===== src/rtl/reg_wb_arbiter_pkg.sv =====
// Shared register-file parameters: word type, write-port opcode and arbiter defaults.
// Imported by reg_wb_arbiter and by the register file instantiated alongside it.
package reg_wb_arbiter_pkg;

  localparam int unsigned WORD_SIZE = 32;

  typedef logic [WORD_SIZE-1:0] word;

  typedef enum logic {
    NO_REG_OP      = 1'b0,
    WRITE_REG_DATA = 1'b1
  } reg_file_op_t;

  // EX may lose this many consecutive arbitrations before it is forced through.
  localparam int unsigned STARVE_LIMIT_DEFAULT = 4;
  localparam int unsigned STARVE_CNT_W         = 4;

endpackage


===== src/rtl/reg_wb_arbiter.sv =====
// Writeback arbiter: picks EX or MEM into a one-entry output stage feeding the register file.
// Build option REG_WB_FWD_EN: forward the staged result to readers instead of raising raw_stall.
module reg_wb_arbiter
  import reg_wb_arbiter_pkg::*;
#(
  parameter int unsigned STARVE_LIMIT = STARVE_LIMIT_DEFAULT
) (
  input  logic         clock,
  input  logic         reset,

  input  logic         ex_valid,
  output logic         ex_ready,
  input  logic [4:0]   ex_rd,
  input  word          ex_data,

  input  logic         mem_valid,
  output logic         mem_ready,
  input  logic [4:0]   mem_rd,
  input  word          mem_data,

  output reg_file_op_t wb_op,
  output logic [4:0]   wb_rd,
  output word          wb_data,

  input  logic [4:0]   q_rs1,
  input  logic [4:0]   q_rs2,
  output logic         fwd_hit1,
  output logic         fwd_hit2,
  output word          fwd_data1,
  output word          fwd_data2,
  output logic         raw_stall
);

  localparam logic [STARVE_CNT_W-1:0] Limit = STARVE_CNT_W'(STARVE_LIMIT);

  logic [STARVE_CNT_W-1:0] starve_cnt_q, starve_cnt_d;
  logic                    wb_valid_q, wb_valid_d;
  logic [4:0]              wb_rd_q, wb_rd_d;
  word                     wb_data_q, wb_data_d;

  logic       grant_ex, grant_mem;
  logic [4:0] sel_rd;
  word        sel_data;
  logic       match1, match2;

  // MEM normally wins ties; EX wins once it has lost Limit times in a row.
  always_comb begin
    grant_ex  = 1'b0;
    grant_mem = 1'b0;
    if (!reset) begin
      if (ex_valid && mem_valid) begin
        if (starve_cnt_q == Limit) grant_ex = 1'b1;
        else                       grant_mem = 1'b1;
      end else begin
        grant_ex  = ex_valid;
        grant_mem = mem_valid;
      end
    end
  end

  assign ex_ready  = grant_ex;
  assign mem_ready = grant_mem;

  always_comb begin
    starve_cnt_d = starve_cnt_q;
    if (!ex_valid || ex_ready) begin
      starve_cnt_d = '0;
    end else if (starve_cnt_q != Limit) begin
      starve_cnt_d = starve_cnt_q + 1'b1;
    end
  end

  // A transfer to x0 is accepted but never staged as a write.
  always_comb begin
    sel_rd     = grant_ex ? ex_rd   : mem_rd;
    sel_data   = grant_ex ? ex_data : mem_data;
    wb_valid_d = (grant_ex || grant_mem) && (sel_rd != 5'd0);
    wb_rd_d    = wb_valid_d ? sel_rd   : 5'd0;
    wb_data_d  = wb_valid_d ? sel_data : '0;
  end

  always_ff @(posedge clock) begin
    if (reset) begin
      starve_cnt_q <= '0;
      wb_valid_q   <= 1'b0;
      wb_rd_q      <= 5'd0;
      wb_data_q    <= '0;
    end else begin
      starve_cnt_q <= starve_cnt_d;
      wb_valid_q   <= wb_valid_d;
      wb_rd_q      <= wb_rd_d;
      wb_data_q    <= wb_data_d;
    end
  end

  assign wb_op   = wb_valid_q ? WRITE_REG_DATA : NO_REG_OP;
  assign wb_rd   = wb_rd_q;
  assign wb_data = wb_data_q;

  assign match1 = wb_valid_q && (wb_rd_q == q_rs1) && (q_rs1 != 5'd0);
  assign match2 = wb_valid_q && (wb_rd_q == q_rs2) && (q_rs2 != 5'd0);

`ifdef REG_WB_FWD_EN
  assign fwd_hit1  = match1;
  assign fwd_hit2  = match2;
  assign fwd_data1 = match1 ? wb_data_q : '0;
  assign fwd_data2 = match2 ? wb_data_q : '0;
  assign raw_stall = 1'b0;
`else
  assign fwd_hit1  = 1'b0;
  assign fwd_hit2  = 1'b0;
  assign fwd_data1 = '0;
  assign fwd_data2 = '0;
  assign raw_stall = match1 || match2;
`endif

endmodule


===== config.mk =====
export PLATFORM = sky130hd
export DESIGN_NAME = reg_wb_arbiter
export DESIGN_NICKNAME = d
export VERILOG_FILES = /design/src/rtl/reg_wb_arbiter_pkg.sv /design/src/rtl/reg_wb_arbiter.sv
export SDC_FILE = /design/constraint.sdc
export NUM_CORES = 1
export LEC_CHECK = 0
export ABC_AREA = 1
export CELL_PAD_IN_SITES_DETAIL_PLACEMENT = 1
export CELL_PAD_IN_SITES_GLOBAL_PLACEMENT = 2
export CORE_MARGIN = 2
export CORE_UTILIZATION = 14
export DETAILED_ROUTE_END_ITERATION = 10
export HOLD_SLACK_MARGIN = 0.15
export PLACE_DENSITY = 0.72
export SETUP_SLACK_MARGIN = 0.4
export SYNTH_ARGS = -nofsm -noshare
export SYNTH_HDL_FRONTEND = slang
export SYNTH_SLANG_ARGS = --single-unit

===== constraint.sdc =====
create_clock -name clock -period 1.9 [get_ports clock]
set_clock_uncertainty 0.1 [all_clocks]
set_input_delay 0.19 -clock clock [delete_from_list [all_inputs] [get_ports clock]]
set_output_delay 0.19 -clock clock [all_outputs]
set_load 0.02 [all_outputs]

After elaboration in Yosys (flattened, before gate mapping)

Index checks and enable logic that the tools add are counted.

Bits in registers: 42
Word-level logic and storage cells: 34
Input bits: 88
Output and inout bits: 107

Bitwise operators: 1
Mux-type cells: 9
Reductions and logical operators: 15
Add/subtract/negate cells: 1
Equality and inequality tests: 4

Operator list:

| kind                                                   | number |
|---|---|
| two-way mux 32 bit                                     | 1 |
| nonzero test 5 bit                                     | 3 |
| equality test 5 bit                                    | 2 |
| two-way mux 1 bit                                      | 7 |
| logical AND 1 bit                                      | 6 |
| two-way mux 5 bit                                      | 1 |
| adder 4 x 1 -> 4 bit (second input constant)           | 1 |
| equality test 4 x 3 -> 1 bit (second input constant)   | 1 |
| inequality test 4 x 3 -> 1 bit (second input constant) | 1 |
| OR reduction 2 bit                                     | 2 |
| logical OR 1 bit                                       | 3 |
| logical NOT 1 bit                                      | 1 |
| inverter 1 bit                                         | 1 |

Depth between registers and ports, before layout

Word-level depth: 9
Mapped depth: 12
Gate-level depth less buffers: 10

Worst setup path after synthesis

OpenSTA, ideal clock, no wires.

Path kind: flip-flop to flip-flop
Start point: register starve_cnt_q[0]
End point: register wb_rd_q[4], in the netlist wb_rd[4]
Clock period less this slack: 1.845 ns
Setup slack: 0.055 ns
Required time: 1.687 ns
Arrival: 1.632 ns
Setup time: 0.113 ns
Stages on the path, launching flop included: 13
Buffers on the path: 2
Cell sequence: dfxtp_1 -> inv_1 -> ha_1 -> nand3_4 -> nand2_4 -> nand2_4 -> buf_6 -> nand2_1 -> nand2_1 -> nand2_1 -> o21bai_4 -> buf_8 -> nor2_1

Cells in the longest elaborated chain, start to end: 9
Elaborated cells on any way between the ends: 13
Those cells by class: eq/ne (1); mux (7); bitwise (1); reduce/logical (4)

Ends and longest elaborated chain:

| element                          | line                 | RTL |
|---|---|---|
| from (decl)                      | reg_wb_arbiter.sv:36 | `logic [STARVE_CNT_W-1:0] starve_cnt_q, starve_cnt_d;` |
| from (signal assigned)           | reg_wb_arbiter.sv:89 | `starve_cnt_q <= starve_cnt_d;` |
| equality test 4 x 3 -> 1 bit (*) | reg_wb_arbiter.sv:52 | `if (starve_cnt_q == Limit) grant_ex = 1'b1;` |
| two-way mux 1 bit                | reg_wb_arbiter.sv:52 |  |
| two-way mux 1 bit                | reg_wb_arbiter.sv:51 | `if (ex_valid && mem_valid) begin` |
| two-way mux 1 bit                | reg_wb_arbiter.sv:50 | `if (!reset) begin` |
| two-way mux 5 bit                | reg_wb_arbiter.sv:75 | `sel_rd = grant_ex ? ex_rd : mem_rd;` |
| nonzero test 5 bit               | reg_wb_arbiter.sv:77 | `wb_valid_d = (grant_ex \|\| grant_mem) && (sel_rd != 5'd0);` |
| logical AND 1 bit                | reg_wb_arbiter.sv:77 |  |
| inverter 1 bit (no line)         | --                   |  |
| OR reduction 2 bit (no line)     | --                   |  |
| to (signal assigned)             | reg_wb_arbiter.sv:91 | `wb_rd_q <= wb_rd_d;` |
| to (decl)                        | reg_wb_arbiter.sv:38 | `logic [4:0] wb_rd_q, wb_rd_d;` |

Mark *: on every way between the ends. The rest lies on a longest branch, timed or not.
A chain may end at the register's enable or synchronous reset.

Worst setup path after layout

Start point: register starve_cnt_q[0]
End point: register wb_data_q[17], in the netlist wb_data[17]

Cells in the longest elaborated chain, start to end: 9
Elaborated cells on any way between the ends: 14
Those cells by class: eq/ne (1); mux (8); bitwise (1); reduce/logical (4)

Ends and longest elaborated chain:

| element                          | line                 | RTL |
|---|---|---|
| equality test 4 x 3 -> 1 bit (*) | reg_wb_arbiter.sv:52 |  |
| two-way mux 1 bit                | reg_wb_arbiter.sv:52 |  |
| two-way mux 1 bit                | reg_wb_arbiter.sv:51 |  |
| two-way mux 1 bit                | reg_wb_arbiter.sv:50 |  |
| two-way mux 5 bit                | reg_wb_arbiter.sv:75 |  |
| nonzero test 5 bit               | reg_wb_arbiter.sv:77 |  |
| logical AND 1 bit                | reg_wb_arbiter.sv:77 |  |
| inverter 1 bit (no line)         | --                   |  |
| OR reduction 2 bit (no line)     | --                   |  |
| to (signal assigned)             | reg_wb_arbiter.sv:92 | `wb_data_q <= wb_data_d;` |
| to (decl)                        | reg_wb_arbiter.sv:39 | `word wb_data_q, wb_data_d;` |

Marks and branches as above.

==> impl_metrics.csv <==
group,metric,value,unit
outcome,status,"completed",
critical_path,critPathSlowestCell,"dfxtp_4",
finish,fin_cells,746,
worst_hold_path,hp-start,"starve_cnt_q[0]",
die,core,17400,sq um
sta,setup_viol,0,
critical_path,cp-start-kind,"register",
yosys,synthesis.area,2510,sq um
yosys,synth_edf_count,0,
die,rows,48,
drt,drtPass1Iterations,3,
sta,hold_viol,0,
critical_path,worstPathArrival,1920,ps
finish,layout_commonest_cell,"nand2_1",
critical_path,cp.buffers_inverters,4,
yosys,ys_seq_area_share,33.5,%
critical_path,reg2reg_from,"starve_cnt_q[0]",
sta,fin_crit,1830,ps
clock_network,clkSlewWorstSetupHoldPaths,60,ps
drt,wirelength,8820,microns
sta,worst_hold_slack,341,ps
global_route,grtUsageTotal,8.49,%
global_route,grt_max_degree,33,
critical_path,crit_top_cell,"nand2_2",
clock_network,cts_buffer_depth,2,
critical_path,slowest_delay,360,ps
die,dieArea,19000,sq um
sta,max_freq,547,MHz
drt,vias,2478,
yosys,ys_seq_elements,42,
placed_design,portBuffers,128,
critical_path,crit_path_end_kind,"register",
sta,drv_slew,0,
global_route,grt_pass1_wl,12200,microns
die,io_pins,195,
clock_network,numClockSinks,42,
worst_hold_path,min_path_cells,1,
drt,wire_per_inst,11.8,microns
global_route,grt_pass1_vias,2506,
clock_network,cts_tree,"done",
power,p_leak,2.24,nW
drt,remaining_drc_errors,0,
finish,synthToLayoutAreaGrowth,74.3,%
yosys,async_reset_ff_share,0,%
clock_network,insertion_delay,290,ps
die,dieHeight,138,microns
drt,vias_per_cell,3.32,
yosys,syn_inst,365,
power,powerDensity,630,nW/um^2
sta,rsz0062_at_grt,"yes",
yosys,yosysWarnings,0,
yosys,dominantRegCellSynth,"dfxtp_1",
finish,drive_above_1_share,16.7,%
clock_network,htree_num_levels,2,
critical_path,reg2reg_setup_slack,70,ps
global_route,antenna_found_initial,0,
placed_design,post-place-cells,723,
finish,diodes,0,
yosys,post_synth_num_cell_types,30,
run,cap_violations,0,
critical_path,cp.required,1990,ps
yosys,netlist.area_leader.share,33.5,%
placed_design,post_dp_cell_area,3900,sq um
yosys,yosysTopAreaCell,"dfxtp_1",
worst_hold_path,hp-class,"register to register",
die,die_x,138,microns
power,peakVddDrop,0.000272,V
placed_design,dpl.hpwl,6680,microns
finish,final_area,4370,sq um
finish,layout_common_cells,"nand2_1 (109), clkdlybuf4s50_1 (87), conb_1 (66)",
global_route,gr-total-overflow,0,
drt,drt-initial-drc-count,38,
placed_design,gp_congestion,0.683,
clock_network,cts_root_buf,"clkbuf_16",
yosys,yosys-top-cells-area,"dfxtp_1 (34%), buf_4 (20%), nand2_1 (17%), inv_1 (7.9%), nor2_1 (5.4%)",
yosys,syn_avg_cell_area,6.87,sq um
critical_path,cp_top_family,"buffers and inverters",
sta,post-route-period-util,96.3,%
critical_path,crit_type,"register to register",
die,initial_core_util,14.4,%
drt,antenna_left,0,
power,power,2.75,mW
clock_network,numCtsBuffers,5,
critical_path,r2r_cells,12,
finish,final_nets,610,
critical_path,cp_max_fo,7,
critical_path,worstReg2RegEnd,"wb_data[17]",
worst_hold_path,whs_endpoint,"starve_cnt_q[0]",
critical_path,path_cells,"inv_4, ha_4, nand3_4, nand2_4, buf_6, nand3b_1, nand2_2, nand2_2, o21bai_4, buf_12, clkbuf_16, nor2_2",
## kinds of logic after synthesis
group           share of synthesized area (%)
simple gates                             29.5
fa+ha+maj                               0.998
other cells                             0.150
xor+xnor                                 2.10
buf+inv                                  30.7
compound gates                           2.99
flops                                    33.5
## Yosys cell counts (2+ instances only)
cell type / count
ha_1: 2
nand3b_1: 2
buf_6: 3
dfxtp_1: 42
clkbuf_1: 3
nor2_1: 36
nor2_2: 9
o21ai_0: 5
xor2_1: 4
nand2_4: 2
buf_2: 3
buf_4: 66
nand4_1: 2
nand2_1: 113
inv_1: 53
xnor2_1: 2
nand3_1: 5
## worst max-delay path by stage
stage                     cells past startpoint            start  slack, ps          end
after global placement                        7         q_rs1[3]       -130    raw_stall
after floorplan                              12  starve_cnt_q[1]        140     wb_rd[4]
after CTS                                    11  starve_cnt_q[1]         70   wb_data[8]
after global routing                         12  starve_cnt_q[0]        -70  wb_data[16]
final                                        12  starve_cnt_q[0]         70  wb_data[17]
after detailed placement                      7         q_rs1[3]       -160    raw_stall
## power breakdown
part           leakage [nW]  total (mW)  internal, mW  switching (mW)
Clock                0.0836       0.984         0.615           0.369
Sequential            0.349       0.956         0.934          0.0221
Combinational          1.80       0.812         0.371           0.440
## flip-flops by register name (all words and copies together), names as in the netlist
name,count
wb_data,32
starve_cnt_q,4
wb_rd,5
wb_valid_q,1
## area by class of cell
class	count	area (sq um)
flip-flops and latches	42	852
repair buffers	159	1580
inverters	53	204
clock buffers	5	125
multi-input cells	259	1290
fillers	2131	13000
well taps	225	282
clock inverters	3	40.0
## metrics by stage
stage               util (%)  worst slack, ps  TNS (ps)
finish                  25.1             70.5         0
global route            25.1            -66.9     -1930
CTS                     23.4             72.4         0
detailed placement      22.4             -158     -4170
global placement        22.4             -133     -2530
floorplan                  -              143         0
## per-layer routing
metal	vias up	GRT usage, %	wire, microns
met2	100	15.7	4680
li1	1244	-	-
met4	0	2.95	111
met1	1128	8.46	3230
met3	6	3.64	806
met5	-	0	0
## timing repair
action / in CTS / in global routing
endpoints found under the setup margin: 77 / 39
hold buffers: 0 / 0
cloned: 0 / 5
gates resized for setup: 60 / 41
buffers inserted: 4 / 6
pin swaps: 3 / 9
Power figures use the tool's default switching activity.
